[config.mk]
export PLATFORM = sky130hd
export DESIGN_NAME = fetch_ctrl_flat
export DESIGN_NICKNAME = d
export VERILOG_FILES = /design/src/rtl/fetch_ctrl_if.sv /design/src/rtl/fetch_ctrl.sv /design/src/flat_wrapper.sv
export SDC_FILE = /design/constraint.sdc
export NUM_CORES = 1
export LEC_CHECK = 0
export CAP_MARGIN = 15
export CORE_UTILIZATION = 40
export CTS_BUF_LIST = sky130_fd_sc_hd__clkbuf_4
export CTS_CLUSTER_DIAMETER = 200
export DETAILED_ROUTE_END_ITERATION = 16
export PLACE_DENSITY = 0.83
export SLEW_MARGIN = 0
export SYNTH_ARGS = -nofsm -noshare
export SYNTH_HDL_FRONTEND = slang
export SYNTH_SLANG_ARGS = --single-unit
export TNS_END_PERCENT = 50
[constraint.sdc]
create_clock -name clk -period 4.8 [get_ports clk]
set_input_delay 0.96 -clock clk [delete_from_list [all_inputs] [get_ports clk]]
set_output_delay 0.96 -clock clk [all_outputs]
set_load 0.02 [all_outputs]
[src/rtl/fetch_ctrl_if.sv]
// Instruction-memory bus between the fetch controller (master) and imem (slave).
// Single-outstanding req/gnt request phase, rvalid/rdata response phase.
interface fetch_ctrl_if #(
    parameter int unsigned width = 32
);
    logic             imem_req_o;
    logic [width-1:0] imem_addr_o;
    logic             imem_gnt_i;
    logic             imem_rvalid_i;
    logic [31:0]      imem_rdata_i;

    modport master (
        output imem_req_o,
        output imem_addr_o,
        input  imem_gnt_i,
        input  imem_rvalid_i,
        input  imem_rdata_i
    );

    modport slave (
        input  imem_req_o,
        input  imem_addr_o,
        output imem_gnt_i,
        output imem_rvalid_i,
        output imem_rdata_i
    );
endinterface

[src/rtl/fetch_ctrl.sv]
// Fetch-stage controller: PC sequencing, single-outstanding imem handshake, one-entry IF slot.
// Optional FETCH_MISALIGN_CHK_EN rejects redirects whose target has bits [1:0] != 0.
module fetch_ctrl #(
    parameter int unsigned width = 32
) (
    input  logic             clk,
    input  logic             rst_i,
    input  logic [width-1:0] pc_i,
    output logic [width-1:0] pc_next_o,
    output logic             pc_hold_o,
    input  logic             stall_i,
    input  logic             redirect_i,
    input  logic [width-1:0] redirect_pc_i,
    input  logic             trap_i,
    input  logic [width-1:0] trap_vec_i,
    fetch_ctrl_if.master     imem,
    output logic             if_valid_o,
    output logic [width-1:0] if_pc_o,
    output logic [31:0]      if_instr_o,
    output logic             fetch_misalign_o
);
    localparam int unsigned ILEN = 32;

    typedef enum logic [1:0] {
        ST_IDLE = 2'd0,
        ST_REQ  = 2'd1,
        ST_WAIT = 2'd2
    } state_e;

    state_e            state_q, state_d;
    logic              kill_q, kill_d;
    logic [width-1:0]  req_pc_q, req_pc_d;
    logic              if_valid_q, if_valid_d;
    logic [width-1:0]  if_pc_q, if_pc_d;
    logic [ILEN-1:0]   if_instr_q, if_instr_d;

    logic              free;
    logic              flush;
    logic              redir_bad;
    logic              req_c;
    logic              grant;
    logic [width-1:0]  pc_plus4;
    logic [width-1:0]  trap_tgt;
    logic [width-1:0]  redir_tgt;

    assign free      = !if_valid_q || !stall_i;
    assign flush     = trap_i || redirect_i;
    assign pc_plus4  = pc_i + width'(4);
    assign trap_tgt  = trap_vec_i & ~width'(3);
    assign redir_tgt = redirect_pc_i & ~width'(3);

`ifdef FETCH_MISALIGN_CHK_EN
    logic misalign_q, misalign_d;

    // Trap wins over redirect, so only an un-trapped misaligned redirect is rejected.
    assign redir_bad        = redirect_i && !trap_i && (redirect_pc_i[1:0] != 2'b00);
    assign misalign_d       = redir_bad;
    assign fetch_misalign_o = misalign_q;

    always_ff @(posedge clk or posedge rst_i) begin
        if (rst_i) misalign_q <= 1'b0;
        else       misalign_q <= misalign_d;
    end
`else
    assign redir_bad        = 1'b0;
    assign fetch_misalign_o = 1'b0;
`endif

    // Next-state, slot update and request generation.
    always_comb begin
        state_d    = state_q;
        kill_d     = kill_q;
        req_pc_d   = req_pc_q;
        if_valid_d = if_valid_q;
        if_pc_d    = if_pc_q;
        if_instr_d = if_instr_q;
        req_c      = 1'b0;

        if (if_valid_q && !stall_i) if_valid_d = 1'b0;
        if (flush)                  if_valid_d = 1'b0;

        case (state_q)
            ST_IDLE: state_d = ST_REQ;
            ST_REQ: begin
                req_c = free && !flush;
                if (req_c && imem.imem_gnt_i) begin
                    req_pc_d = pc_i;
                    state_d  = ST_WAIT;
                end
            end
            ST_WAIT: begin
                if (imem.imem_rvalid_i) begin
                    state_d = ST_REQ;
                    if (!kill_q && !flush) begin
                        if_valid_d = 1'b1;
                        if_pc_d    = req_pc_q;
                        if_instr_d = imem.imem_rdata_i;
                    end else begin
                        kill_d = 1'b0;
                    end
                end else if (flush) begin
                    kill_d = 1'b1;
                end
            end
            default: state_d = ST_IDLE;
        endcase
    end

    assign grant = req_c && imem.imem_gnt_i;

    // PC register control: load target on flush, pc+4 on grant, otherwise hold.
    always_comb begin
        pc_next_o = pc_plus4;
        pc_hold_o = 1'b1;
        if (flush && !redir_bad) begin
            pc_next_o = trap_i ? trap_tgt : redir_tgt;
            pc_hold_o = 1'b0;
        end else if (grant) begin
            pc_hold_o = 1'b0;
        end
        if (rst_i) pc_hold_o = 1'b1;
    end

    always_ff @(posedge clk or posedge rst_i) begin
        if (rst_i) begin
            state_q    <= ST_IDLE;
            kill_q     <= 1'b0;
            req_pc_q   <= '0;
            if_valid_q <= 1'b0;
            if_pc_q    <= '0;
            if_instr_q <= '0;
        end else begin
            state_q    <= state_d;
            kill_q     <= kill_d;
            req_pc_q   <= req_pc_d;
            if_valid_q <= if_valid_d;
            if_pc_q    <= if_pc_d;
            if_instr_q <= if_instr_d;
        end
    end

    assign imem.imem_req_o  = req_c;
    assign imem.imem_addr_o = pc_i;
    assign if_valid_o       = if_valid_q;
    assign if_pc_o          = if_pc_q;
    assign if_instr_o       = if_instr_q;
endmodule

[src/flat_wrapper.sv]
// flat-port wrapper written by rule: the top's interface ports become plain ports
module fetch_ctrl_flat 
#(
    parameter int unsigned width = 32
)
  (clk, rst_i, pc_i, pc_next_o, pc_hold_o, stall_i, redirect_i, redirect_pc_i, trap_i, trap_vec_i, if_valid_o, if_pc_o, if_instr_o, fetch_misalign_o, imem_imem_req_o, imem_imem_addr_o, imem_imem_gnt_i, imem_imem_rvalid_i, imem_imem_rdata_i);
  fetch_ctrl_if #(.width(width)) imem_i ();
  input  logic clk;
  input  logic rst_i;
  input  logic [width-1:0] pc_i;
  output logic [width-1:0] pc_next_o;
  output logic pc_hold_o;
  input  logic stall_i;
  input  logic redirect_i;
  input  logic [width-1:0] redirect_pc_i;
  input  logic trap_i;
  input  logic [width-1:0] trap_vec_i;
  output logic if_valid_o;
  output logic [width-1:0] if_pc_o;
  output logic [31:0] if_instr_o;
  output logic fetch_misalign_o;
  output wire logic [$bits(imem_i.imem_req_o)-1:0] imem_imem_req_o;
  output wire logic [$bits(imem_i.imem_addr_o)-1:0] imem_imem_addr_o;
  input wire logic [$bits(imem_i.imem_gnt_i)-1:0] imem_imem_gnt_i;
  input wire logic [$bits(imem_i.imem_rvalid_i)-1:0] imem_imem_rvalid_i;
  input wire logic [$bits(imem_i.imem_rdata_i)-1:0] imem_imem_rdata_i;
  assign imem_imem_req_o = imem_i.imem_req_o;
  assign imem_imem_addr_o = imem_i.imem_addr_o;
  assign imem_i.imem_gnt_i = imem_imem_gnt_i;
  assign imem_i.imem_rvalid_i = imem_imem_rvalid_i;
  assign imem_i.imem_rdata_i = imem_imem_rdata_i;
  fetch_ctrl #(.width(width)) u_core (.clk(clk), .rst_i(rst_i), .pc_i(pc_i), .pc_next_o(pc_next_o), .pc_hold_o(pc_hold_o), .stall_i(stall_i), .redirect_i(redirect_i), .redirect_pc_i(redirect_pc_i), .trap_i(trap_i), .trap_vec_i(trap_vec_i), .imem(imem_i), .if_valid_o(if_valid_o), .if_pc_o(if_pc_o), .if_instr_o(if_instr_o), .fetch_misalign_o(fetch_misalign_o));
endmodule
==> flow_summary.html, run 1 <==
<table>
<tr><th>Metric</th><th>Value</th></tr>
<tr><th colspan="2">Yosys</th></tr>
<tr><td>Number of instances in the synthesized netlist</td><td>465</td></tr>
<tr><td>Synth Register Bits</td><td>100</td></tr>
<tr><td>Top post-synthesis cells by area</td><td>sky130_fd_sc_hd__dfrtp_1, sky130_fd_sc_hd__mux2_2, sky130_fd_sc_hd__buf_4</td></tr>
<tr><td>Multiplexer share of the synthesized area</td><td>21.7%</td></tr>
<tr><td>Dominant cell type by area after synthesis</td><td>sky130_fd_sc_hd__dfrtp_1</td></tr>
<tr><td>Synthesized area divided by synthesized cell count</td><td>11.2 um^2</td></tr>
<tr><td>Fraction of the mapped netlist area in adder cells</td><td>0.240%</td></tr>
<tr><td>Top cell type's share of synthesized area</td><td>48.0%</td></tr>
<tr><td>Area of the mapped netlist</td><td>5210 um^2</td></tr>
<tr><td>Yosys warning total</td><td>0</td></tr>
<tr><td>Compound-gate portion of the synthesized area</td><td>7.16%</td></tr>
<tr><td>Post-synthesis share of cell area spent on xor and xnor gates</td><td>3.87%</td></tr>
<tr><td>Yosys cell types</td><td>43</td></tr>
<tr><td>Dominant combinational cell family by area after synthesis</td><td>multiplexers</td></tr>
<tr><td>Simple logic cell fraction of the synthesized area</td><td>11.5%</td></tr>
<tr><td>Post-Synthesis Net Count</td><td>601</td></tr>
<tr><td>Portion of the post-synthesis area used by sequential elements</td><td>48.0%</td></tr>
<tr><th colspan="2">Global routing</th></tr>
<tr><td>Wire length of the first global-routing pass</td><td>23.5 mm</td></tr>
<tr><td>Number of antenna violations at the first check in global routing</td><td>0</td></tr>
<tr><td>Number of global-route vias before repair</td><td>4612</td></tr>
<tr><td>GRT Overall Usage</td><td>23.0%</td></tr>
<tr><td>Maximum number of pins on one net before global-route repair</td><td>66</td></tr>
<tr><td>Final global-route overflow total</td><td>0</td></tr>
<tr><th colspan="2">Power</th></tr>
<tr><td>Power density over the cells</td><td>254 nW/um^2</td></tr>
<tr><td>Worst ir drop on vdd</td><td>130 uV</td></tr>
<tr><td>Internal portion of total power</td><td>1.40 mW</td></tr>
<tr><td>Flop pwr share</td><td>49.2%</td></tr>
<tr><td>Switching power share of the total</td><td>31.1%</td></tr>
<tr><td>Clk pwr share</td><td>21.3%</td></tr>
<tr><td>P_leak</td><td>3.39 nW</td></tr>
<tr><td>Comb power frac</td><td>29.5%</td></tr>
<tr><td>Switching power summed over all nets</td><td>0.630 mW</td></tr>
<tr><th colspan="2">Worst setup path</th></tr>
<tr><td>Crit Reg-Reg Startpoint</td><td>u_core.state_q[1]</td></tr>
<tr><td>Critical Path Start</td><td>pc_i[2]</td></tr>
<tr><td>Critical Path Source Type</td><td>primary input</td></tr>
<tr><td>Maximum single-stage delay on the critical path</td><td>620 ps</td></tr>
<tr><td>Crit path max-delay cell type</td><td>sky130_fd_sc_hd__clkdlybuf4s50_1</td></tr>
<tr><td>Critical path data required time</td><td>3840 ps</td></tr>
<tr><td>Cells traversed along the worst timing path</td><td>clkdlybuf4s50_1 -&gt; ha_1 -&gt; nand2_1 -&gt; or3_2 -&gt; or4_1 -&gt; nand3_1 -&gt; clkdlybuf4s50_1</td></tr>
<tr><td>Endpoint class of the critical path</td><td>primary output</td></tr>
<tr><td>Maximum fanout along the worst path</td><td>5</td></tr>
<tr><td>Setup Crit Path Kind</td><td>in -&gt; out</td></tr>
<tr><td>Most repeated library cell on the critical path</td><td>sky130_fd_sc_hd__clkdlybuf4s50_1</td></tr>
<tr><td>Worst endpoint data arrival time</td><td>3680 ps</td></tr>
<tr><th colspan="2">Detailed routing</th></tr>
<tr><td>Total Wirelength</td><td>15.5 mm</td></tr>
<tr><td>WL/cell</td><td>17.7 um</td></tr>
<tr><td>Number of remaining DRC errors</td><td>0</td></tr>
<tr><td>Routed vias/inst</td><td>5.15</td></tr>
<tr><td>Starting DRC count in detailed routing</td><td>221</td></tr>
<tr><td>Vias after detailed routing</td><td>4509</td></tr>
<tr><td>Post-DRT Antenna Nets</td><td>0</td></tr>
<tr><td>First-pass iteration count of the detailed router</td><td>4</td></tr>
<tr><th colspan="2">Final layout</th></tr>
<tr><td>Number of inserted diodes</td><td>0</td></tr>
<tr><td>Ratio of cells with drive above 1 in the final layout</td><td>20.9%</td></tr>
<tr><td>Synth-to-Final Area Change</td><td>53.2%</td></tr>
<tr><td>Final net count</td><td>834</td></tr>
<tr><td>Fillers</td><td>1043</td></tr>
<tr><td>Final design area excluding fillers</td><td>7980 um^2</td></tr>
<tr><th colspan="2">CTS</th></tr>
<tr><td>Clock-pin slew on the worst setup and hold paths</td><td>150 ps</td></tr>
<tr><td>Resize count post-CTS</td><td>0</td></tr>
<tr><td>Post-cts hold buffer count</td><td>0</td></tr>
<tr><td>Insertion delay to the later sink of the worst-skew pair</td><td>460 ps</td></tr>
<tr><td>TritonCTS clock tree</td><td>built</td></tr>
<tr><td>Root cell of the clock tree</td><td>sky130_fd_sc_hd__clkbuf_4</td></tr>
<tr><td>Max Buffers Root-to-Sink</td><td>2</td></tr>
<tr><td>CTS buffer count</td><td>9</td></tr>
<tr><td>Post-CTS setup buffer count</td><td>0</td></tr>
<tr><td>TritonCTS Sinks</td><td>100</td></tr>
<tr><td>H-tree lvl count</td><td>3</td></tr>
<tr><th colspan="2">STA</th></tr>
<tr><td>Final Hold Violating Endpoints</td><td>0</td></tr>
<tr><td>Final max-slew violation count</td><td>0</td></tr>
<tr><td>Slew Limit Headroom</td><td>36.0%</td></tr>
<tr><td>Max Clock Skew</td><td>24.0 ps</td></tr>
<tr><td>Setup violators final</td><td>0</td></tr>
<tr><td>Post-route minimum period</td><td>4640 ps</td></tr>
<tr><td>Setup repair after global routing missed its margin</td><td>no</td></tr>
<tr><td>Final cycle utilization of the critical path</td><td>96.6%</td></tr>
<tr><td>Top achievable clock speed</td><td>0.216 GHz</td></tr>
<tr><td>Post-Route Setup TNS</td><td>0 ps</td></tr>
<tr><td>Slew at the pin closest to its max-slew limit</td><td>960 ps</td></tr>
<tr><th colspan="2">Die</th></tr>
<tr><td>Y dimension of the die</td><td>116 um</td></tr>
<tr><td>Number of primary I/O pins</td><td>267</td></tr>
<tr><td>Site Rows</td><td>41</td></tr>
<tr><td>Core region area</td><td>12700 um^2</td></tr>
<tr><td>Die Wd</td><td>116 um</td></tr>
<tr><td>Effective utilization at floorplan</td><td>41.1%</td></tr>
<tr><td>Die outline area</td><td>13500 um^2</td></tr>
<tr><th colspan="2">Placement</th></tr>
<tr><td>Count of input and output buffers</td><td>261</td></tr>
<tr><td>Total cell area at the placement stage</td><td>7850 um^2</td></tr>
<tr><td>Routability cong.</td><td>0.786</td></tr>
<tr><td>Detailed Place HPWL</td><td>11.9 mm</td></tr>
<tr><th colspan="2">Hold path</th></tr>
<tr><td>Worst Hold Launch</td><td>u_core.req_pc_q[30]</td></tr>
<tr><td>Worst min-delay path category</td><td>reg -&gt; reg</td></tr>
<tr><th colspan="2">Flow run</th></tr>
<tr><td>Max-Cap Viols</td><td>0</td></tr>
<tr><th colspan="2">Run status</th></tr>
<tr><td>Status</td><td>completed</td></tr>
</table>
==> sequential cells by signal, indices dropped and copies added, names as in the netlist <==
signal and cells:
u_core.if_instr_o 32, u_core.if_pc_o 32, u_core.state_q 2, u_core.kill_q 1, u_core.req_pc_q 32, u_core.if_valid_o 1
==> Yosys cell counts, drive strengths merged <==
master / instances
mux2i: 4
o31a: 2
a21oi: 17
o21a: 1
conb: 1
xor2: 2
or2: 1
o22ai: 5
or3: 2
a22o: 1
buf: 47
o21ai: 19
and4bb: 1
dfrtp: 100
nor4: 6
nor3b: 1
a211oi: 8
and3: 6
xnor2: 21
nand3: 15
nand2: 28
nor2: 12
and4: 2
or4: 3
clkbuf: 13
clkinv: 1
ha: 1
mux2: 97
and2: 4
a22oi: 4
o31ai: 5
nor2b: 9
nor3: 10
nand2b: 4
nand4: 7
inv: 5
==> cell type report <==
cell class,instances,area [um^2],area share (%)
Sequential cell,100,2500,31.4
Clock buffer,9,67.6,0.847
Tap cell,172,215,2.70
Timing Repair Buffer,282,2770,34.6
Clock inverter,7,67.6,0.847
Multi-Input combinational cell,299,2340,29.3
Inverter,6,25.0,0.314
==> worst max-delay path: cells and delay by family <==
kind	cells	cell delay, ps
buf+inv	2	1110
fa+ha+maj	1	300
simple gates	4	1300
==> per-stage QoR <==
stage                     power (mW)  worst slack (ps)  std cells  hold WS [ps]  utilization (%)
after floorplan                 1.30               228        465           446                -
after detailed placement        1.62               163        859           467             61.9
after CTS                       2.05               170        875           501             63.0
after global routing            2.13              28.4        875           532             63.0
after global placement          1.59               222        859           460             61.9
final                           2.03               163        875           497             63.0
==> final timing paths <==
check                                 endpoint  slack [ps]  cells past startpoint
setup / recovery                 pc_next_o[20]         160                      7
setup reg to reg             u_core.if_pc_o[6]        2580                      4
hold reg to reg            u_core.req_pc_q[30]         500                      2
max in group asynchronous    u_core.if_pc_o[1]        2790                      3
min in group asynchronous   u_core.req_pc_q[6]         880                      2
hold / removal             u_core.req_pc_q[30]         500                      2
==> logic make-up (layout without fill, tap and decap cells) <==
group                      count (synthesis)  after routing
other                                      1              1
xor gates and xnor gates                  23             23
and+or+nand+nor                          111            111
AOI/OAI and AO/OA                         62             62
buffers and inverters                     66            304
adders and majority gates                  1              1
DFF                                      100            100
muxes                                    101            101
==> power groups by stage <==
stage	registers [mW]	clock network, mW	logic, mW
2_1_floorplan	1.04	0	0.254
3_5_place_dp	1.02	0	0.603
5_1_grt	1.01	0.478	0.641
6_report	0.998	0.432	0.600
4_1_cts	0.999	0.449	0.606
3_3_place_gp	1.01	0	0.589
==> layout by cell type, fill, tap and decap left out, drive strengths merged, types with 2 or more instances in the layout <==
| master | Yosys | layout |
|---|---|---|
| a211oi | 8 | 8 |
| a21oi | 17 | 17 |
| a22oi | 4 | 4 |
| and2 | 4 | 4 |
| and3 | 6 | 6 |
| and4 | 2 | 2 |
| buf | 47 | 22 |
| clkbuf | 13 | 9 |
| clkdlybuf4s50 | 0 | 260 |
| clkinv | 1 | 4 |
| dfrtp | 100 | 100 |
| inv | 5 | 9 |
| mux2 | 97 | 97 |
| mux2i | 4 | 4 |
| nand2 | 28 | 28 |
| nand2b | 4 | 4 |
| nand3 | 15 | 15 |
| nand4 | 7 | 7 |
| nor2 | 12 | 12 |
| nor2b | 9 | 9 |
| nor3 | 10 | 10 |
| nor4 | 6 | 6 |
| o21ai | 19 | 19 |
| o22ai | 5 | 5 |
| o31a | 2 | 2 |
| o31ai | 5 | 5 |
| or3 | 2 | 2 |
| or4 | 3 | 3 |
| xnor2 | 21 | 21 |
| xor2 | 2 | 2 |
==> per-layer routing <==
layer	vias to the layer above	GRT usage, %	part of all wire (%)
met5	-	0	0
met3	24	5.14	7.8
met4	0	6.84	1.6
met1	2200	26.8	39
li1	2087	-	-
met2	198	42.0	52
No activity file was read; power rests on OpenSTA's default activity.
==> run 2: changes to the inputs <==
--- a/config.mk
+++ b/config.mk
@@ -11,6 +11,7 @@
 export CTS_CLUSTER_DIAMETER = 200
 export DETAILED_ROUTE_END_ITERATION = 16
 export PLACE_DENSITY = 0.83
+export REMOVE_ABC_BUFFERS = 1
 export SLEW_MARGIN = 0
 export SYNTH_ARGS = -nofsm -noshare
 export SYNTH_HDL_FRONTEND = slang
==> run 2 against run 1 <==
Against the previous run: cell count grew 1.4%; non-clock buffer count up 11; register-to-register slack about the same; die area is the same; routed wire length grew 3.8%; count of clock-buffer cells in the layout stayed put; maximum frequency rose by 2.5%; largest cell class unchanged; largest power group unchanged.
==> flow_summary.html, run 2 (synthesized netlist as in run 1, its figures left out) <==
<table>
<tr><th>Metric</th><th>Value</th></tr>
<tr><th colspan="2">Worst setup path</th></tr>
<tr><td>Critical path data required time</td><td>3840 ps (about the same)</td></tr>
<tr><td>Maximum fanout along the worst path</td><td>6 (+1)</td></tr>
<tr><td>Critical Path Source Type</td><td>primary input</td></tr>
<tr><td>Cells traversed along the worst timing path</td><td>clkdlybuf4s50_1 -&gt; nand4_1 -&gt; or4_1 -&gt; buf_4 -&gt; nor3_1 -&gt; xnor2_1 -&gt; o21ai_0 -&gt; clkdlybuf4s50_1</td></tr>
<tr><td>Maximum single-stage delay on the critical path</td><td>630 ps (about the same)</td></tr>
<tr><td>Endpoint class of the critical path</td><td>primary output</td></tr>
<tr><td>Crit Reg-Reg Startpoint</td><td>u_core.state_q[1]</td></tr>
<tr><td>Worst endpoint data arrival time</td><td>3560 ps (-120 ps)</td></tr>
<tr><td>Count of buffer and inverter cells on the critical path</td><td>3 (+1)</td></tr>
<tr><td>Most repeated library cell on the critical path</td><td>sky130_fd_sc_hd__clkdlybuf4s50_1</td></tr>
<tr><td>Cell family with the largest share of critical-path delay</td><td>buffers and inverters</td></tr>
<tr><td>Worst setup slack for register-to-register paths</td><td>2580 ps (about the same)</td></tr>
<tr><td>Depth of the worst register-to-register path</td><td>4 (unchanged)</td></tr>
<tr><td>Crit path max-delay cell type</td><td>sky130_fd_sc_hd__clkdlybuf4s50_1</td></tr>
<tr><td>Setup Crit Path Kind</td><td>in -&gt; out</td></tr>
<tr><td>R2R Path End</td><td>u_core.if_pc_o[23]</td></tr>
<tr><th colspan="2">Hold path</th></tr>
<tr><td>Hold Path Sink</td><td>u_core.req_pc_q[30]</td></tr>
<tr><td>Worst Hold Launch</td><td>u_core.req_pc_q[30]</td></tr>
<tr><td>Number of cells traversed by the worst hold path</td><td>2 (unchanged)</td></tr>
<tr><td>Worst min-delay path category</td><td>reg -&gt; reg</td></tr>
<tr><th colspan="2">STA</th></tr>
<tr><td>Top achievable clock speed</td><td>0.221 GHz (+2.5%)</td></tr>
<tr><td>Smallest setup slack after layout</td><td>278 ps (+115 ps)</td></tr>
<tr><td>Setup violators final</td><td>0 (unchanged)</td></tr>
<tr><td>Post-route minimum period</td><td>4520 ps (-115 ps)</td></tr>
<tr><td>Slew Limit Headroom</td><td>34.6% (-1.4 points)</td></tr>
<tr><td>Final Hold Violating Endpoints</td><td>0 (unchanged)</td></tr>
<tr><td>Final cycle utilization of the critical path</td><td>94.2% (-2.4 points)</td></tr>
<tr><td>Post-Route Setup TNS</td><td>0 ps (unchanged)</td></tr>
<tr><td>Hold Worst Slack</td><td>502 ps (+5.18 ps)</td></tr>
<tr><td>Setup repair after global routing missed its margin</td><td>no</td></tr>
<tr><td>Final max-slew violation count</td><td>0 (unchanged)</td></tr>
<tr><td>Slew at the pin closest to its max-slew limit</td><td>981 ps (+20.8 ps)</td></tr>
<tr><td>Max Clock Skew</td><td>18.2 ps (-5.83 ps)</td></tr>
<tr><th colspan="2">Final layout</th></tr>
<tr><td>Cell Count, Final, Fillers Out</td><td>887 (+1.4%)</td></tr>
<tr><td>Final net count</td><td>845 (+1.3%)</td></tr>
<tr><td>Most frequent cells in the layout</td><td>sky130_fd_sc_hd__clkdlybuf4s50_1, sky130_fd_sc_hd__dfrtp_1, sky130_fd_sc_hd__mux2_2</td></tr>
<tr><td>Synth-to-Final Area Change</td><td>55.2%</td></tr>
<tr><td>Final core utilization</td><td>63.8% (+0.79 points)</td></tr>
<tr><td>Most frequent standard cell in the layout excluding fill and tap cells</td><td>sky130_fd_sc_hd__clkdlybuf4s50_1</td></tr>
<tr><td>Ratio of cells with drive above 1 in the final layout</td><td>22.0% (+1.1 points)</td></tr>
<tr><th colspan="2">Detailed routing</th></tr>
<tr><td>Starting DRC count in detailed routing</td><td>193 (-13%)</td></tr>
<tr><td>Vias after detailed routing</td><td>4566 (+1.3%)</td></tr>
<tr><td>Number of remaining DRC errors</td><td>0 (unchanged)</td></tr>
<tr><td>Post-DRT Antenna Nets</td><td>0 (unchanged)</td></tr>
<tr><td>First-pass iteration count of the detailed router</td><td>4 (unchanged)</td></tr>
<tr><td>Total Wirelength</td><td>16.1 mm (+3.8%)</td></tr>
<tr><td>WL/cell</td><td>18.1 um (+2.4%)</td></tr>
<tr><td>Routed vias/inst</td><td>5.15 (-0.11%)</td></tr>
<tr><th colspan="2">Power</th></tr>
<tr><td>Flop pwr share</td><td>47.9% (-1.3 points)</td></tr>
<tr><td>Switching power summed over all nets</td><td>0.630 mW (about the same)</td></tr>
<tr><td>P_leak</td><td>3.45 nW (+1.7%)</td></tr>
<tr><td>Internal portion of total power</td><td>1.45 mW (+3.7%)</td></tr>
<tr><td>Comb power frac</td><td>29.1% (-0.4 points)</td></tr>
<tr><td>Worst ir drop on vdd</td><td>203 uV (+56%)</td></tr>
<tr><td>Power density over the cells</td><td>258 nW/um^2 (+1.3%)</td></tr>
<tr><td>Switching power share of the total</td><td>30.3% (-0.79 points)</td></tr>
<tr><td>Clk pwr share</td><td>23.0% (+1.7 points)</td></tr>
<tr><th colspan="2">Die</th></tr>
<tr><td>Effective utilization at floorplan</td><td>41.1% (unchanged)</td></tr>
<tr><td>Core region area</td><td>12700 um^2 (unchanged)</td></tr>
<tr><td>Number of primary I/O pins</td><td>267 (unchanged)</td></tr>
<tr><td>Site Rows</td><td>41 (unchanged)</td></tr>
<tr><td>Die outline area</td><td>13500 um^2 (unchanged)</td></tr>
<tr><td>Die Wd</td><td>116 um (unchanged)</td></tr>
<tr><td>Y dimension of the die</td><td>116 um (unchanged)</td></tr>
<tr><th colspan="2">Global routing</th></tr>
<tr><td>Final global-route overflow total</td><td>0 (unchanged)</td></tr>
<tr><td>Number of antenna violations at the first check in global routing</td><td>1 (+1)</td></tr>
<tr><td>Maximum number of pins on one net before global-route repair</td><td>66 (unchanged)</td></tr>
<tr><td>Wire length of the first global-routing pass</td><td>23.7 mm (+0.74%)</td></tr>
<tr><td>GRT Overall Usage</td><td>23.7% (+0.69 points)</td></tr>
<tr><td>Number of global-route vias before repair</td><td>4578 (-0.74%)</td></tr>
<tr><th colspan="2">CTS</th></tr>
<tr><td>TritonCTS clock tree</td><td>built</td></tr>
<tr><td>Insertion delay to the later sink of the worst-skew pair</td><td>490 ps (+30 ps)</td></tr>
<tr><td>Root cell of the clock tree</td><td>sky130_fd_sc_hd__clkbuf_4</td></tr>
<tr><td>Clock-pin slew on the worst setup and hold paths</td><td>150 ps (about the same)</td></tr>
<tr><td>Resize count post-CTS</td><td>0 (unchanged)</td></tr>
<tr><td>CTS buffer count</td><td>9 (unchanged)</td></tr>
<tr><td>H-tree lvl count</td><td>3 (unchanged)</td></tr>
<tr><td>Max Buffers Root-to-Sink</td><td>2 (unchanged)</td></tr>
<tr><td>Post-cts hold buffer count</td><td>0 (unchanged)</td></tr>
<tr><td>TritonCTS Sinks</td><td>100 (unchanged)</td></tr>
<tr><td>Post-CTS setup buffer count</td><td>0 (unchanged)</td></tr>
<tr><th colspan="2">Placement</th></tr>
<tr><td>Count of input and output buffers</td><td>261 (unchanged)</td></tr>
<tr><td>Routability cong.</td><td>0.794 (+1.1%)</td></tr>
<tr><td>Post-placement worst setup slack</td><td>265 ps (+103 ps)</td></tr>
<tr><td>Detailed Place HPWL</td><td>12.3 mm (+3.4%)</td></tr>
<tr><td>Number of placed instances with taps included</td><td>870 (+1.3%)</td></tr>
<tr><th colspan="2">Run status</th></tr>
<tr><td>Status</td><td>completed</td></tr>
<tr><th colspan="2">Flow run</th></tr>
<tr><td>Max-Cap Viols</td><td>0 (unchanged)</td></tr>
</table>
run 2: cell types whose count changed in the layout (fill, tap and decap cells not counted), sizes merged:
cell / delta
buf: +11
inv: -1
diode: +1
bufinv: +1
run 2: worst reg2reg max path, stage by stage (launching register included):
cell	delay (ps)
sky130_fd_sc_hd__dfrtp_1	380
sky130_fd_sc_hd__inv_1	80
sky130_fd_sc_hd__nor2_1	270
sky130_fd_sc_hd__nand3_4	730
sky130_fd_sc_hd__mux2_2	660
run 2: final cells by class:
type,instances,area (um^2)
diodes,1,2.50
inverters,6,25.0
flip-flops and latches,100,2500
repair buffers,293,2850
clock buffers,9,67.6
well taps,172,215
clock inverters,7,82.6
fillers,992,4590
multi-input cells,299,2340
run 2: how the worst max path moves through the flow:
stage / startpoint / endpoint / slack [ps] / depth (start not counted)
global route: pc_i[4] / pc_next_o[31] / 80 / 7
finish: pc_i[11] / pc_next_o[27] / 280 / 8
CTS: pc_i[4] / pc_next_o[31] / 270 / 7
detailed placement: pc_i[4] / pc_next_o[31] / 270 / 7
floorplan: rst_i / pc_hold_o / 230 / 2
global placement: pc_i[2] / pc_next_o[30] / 310 / 8
run 2: power groups by stage:
| stage | combinational, mW | sequential (mW) | clock [mW] |
|---|---|---|---|
| after floorplan | 0.204 | 1.04 | 0 |
| after global placement | 0.596 | 1.01 | 0 |
| after detailed placement | 0.610 | 1.01 | 0 |
| after CTS | 0.613 | 0.997 | 0.501 |
| after global routing | 0.647 | 1.01 | 0.528 |
| final | 0.606 | 0.997 | 0.479 |
run 2: through the flow:
| stage | instance area, um^2 | power [mW] |
|---|---|---|
| 2_1_floorplan | 4850 | 1.25 |
| 3_3_place_gp | 7930 | 1.60 |
| 3_5_place_dp | 7930 | 1.62 |
| 4_1_cts | 8080 | 2.11 |
| 5_1_grt | 8080 | 2.18 |
| 6_report | 8080 | 2.08 |
run 2: routing by layer:
metal | GRT usage (%) | share of wire, %
met1 | 27.8 | 39
met2 | 41.2 | 51
met3 | 5.40 | 7.8
met4 | 10.8 | 2.6
met5 | 0 | 0
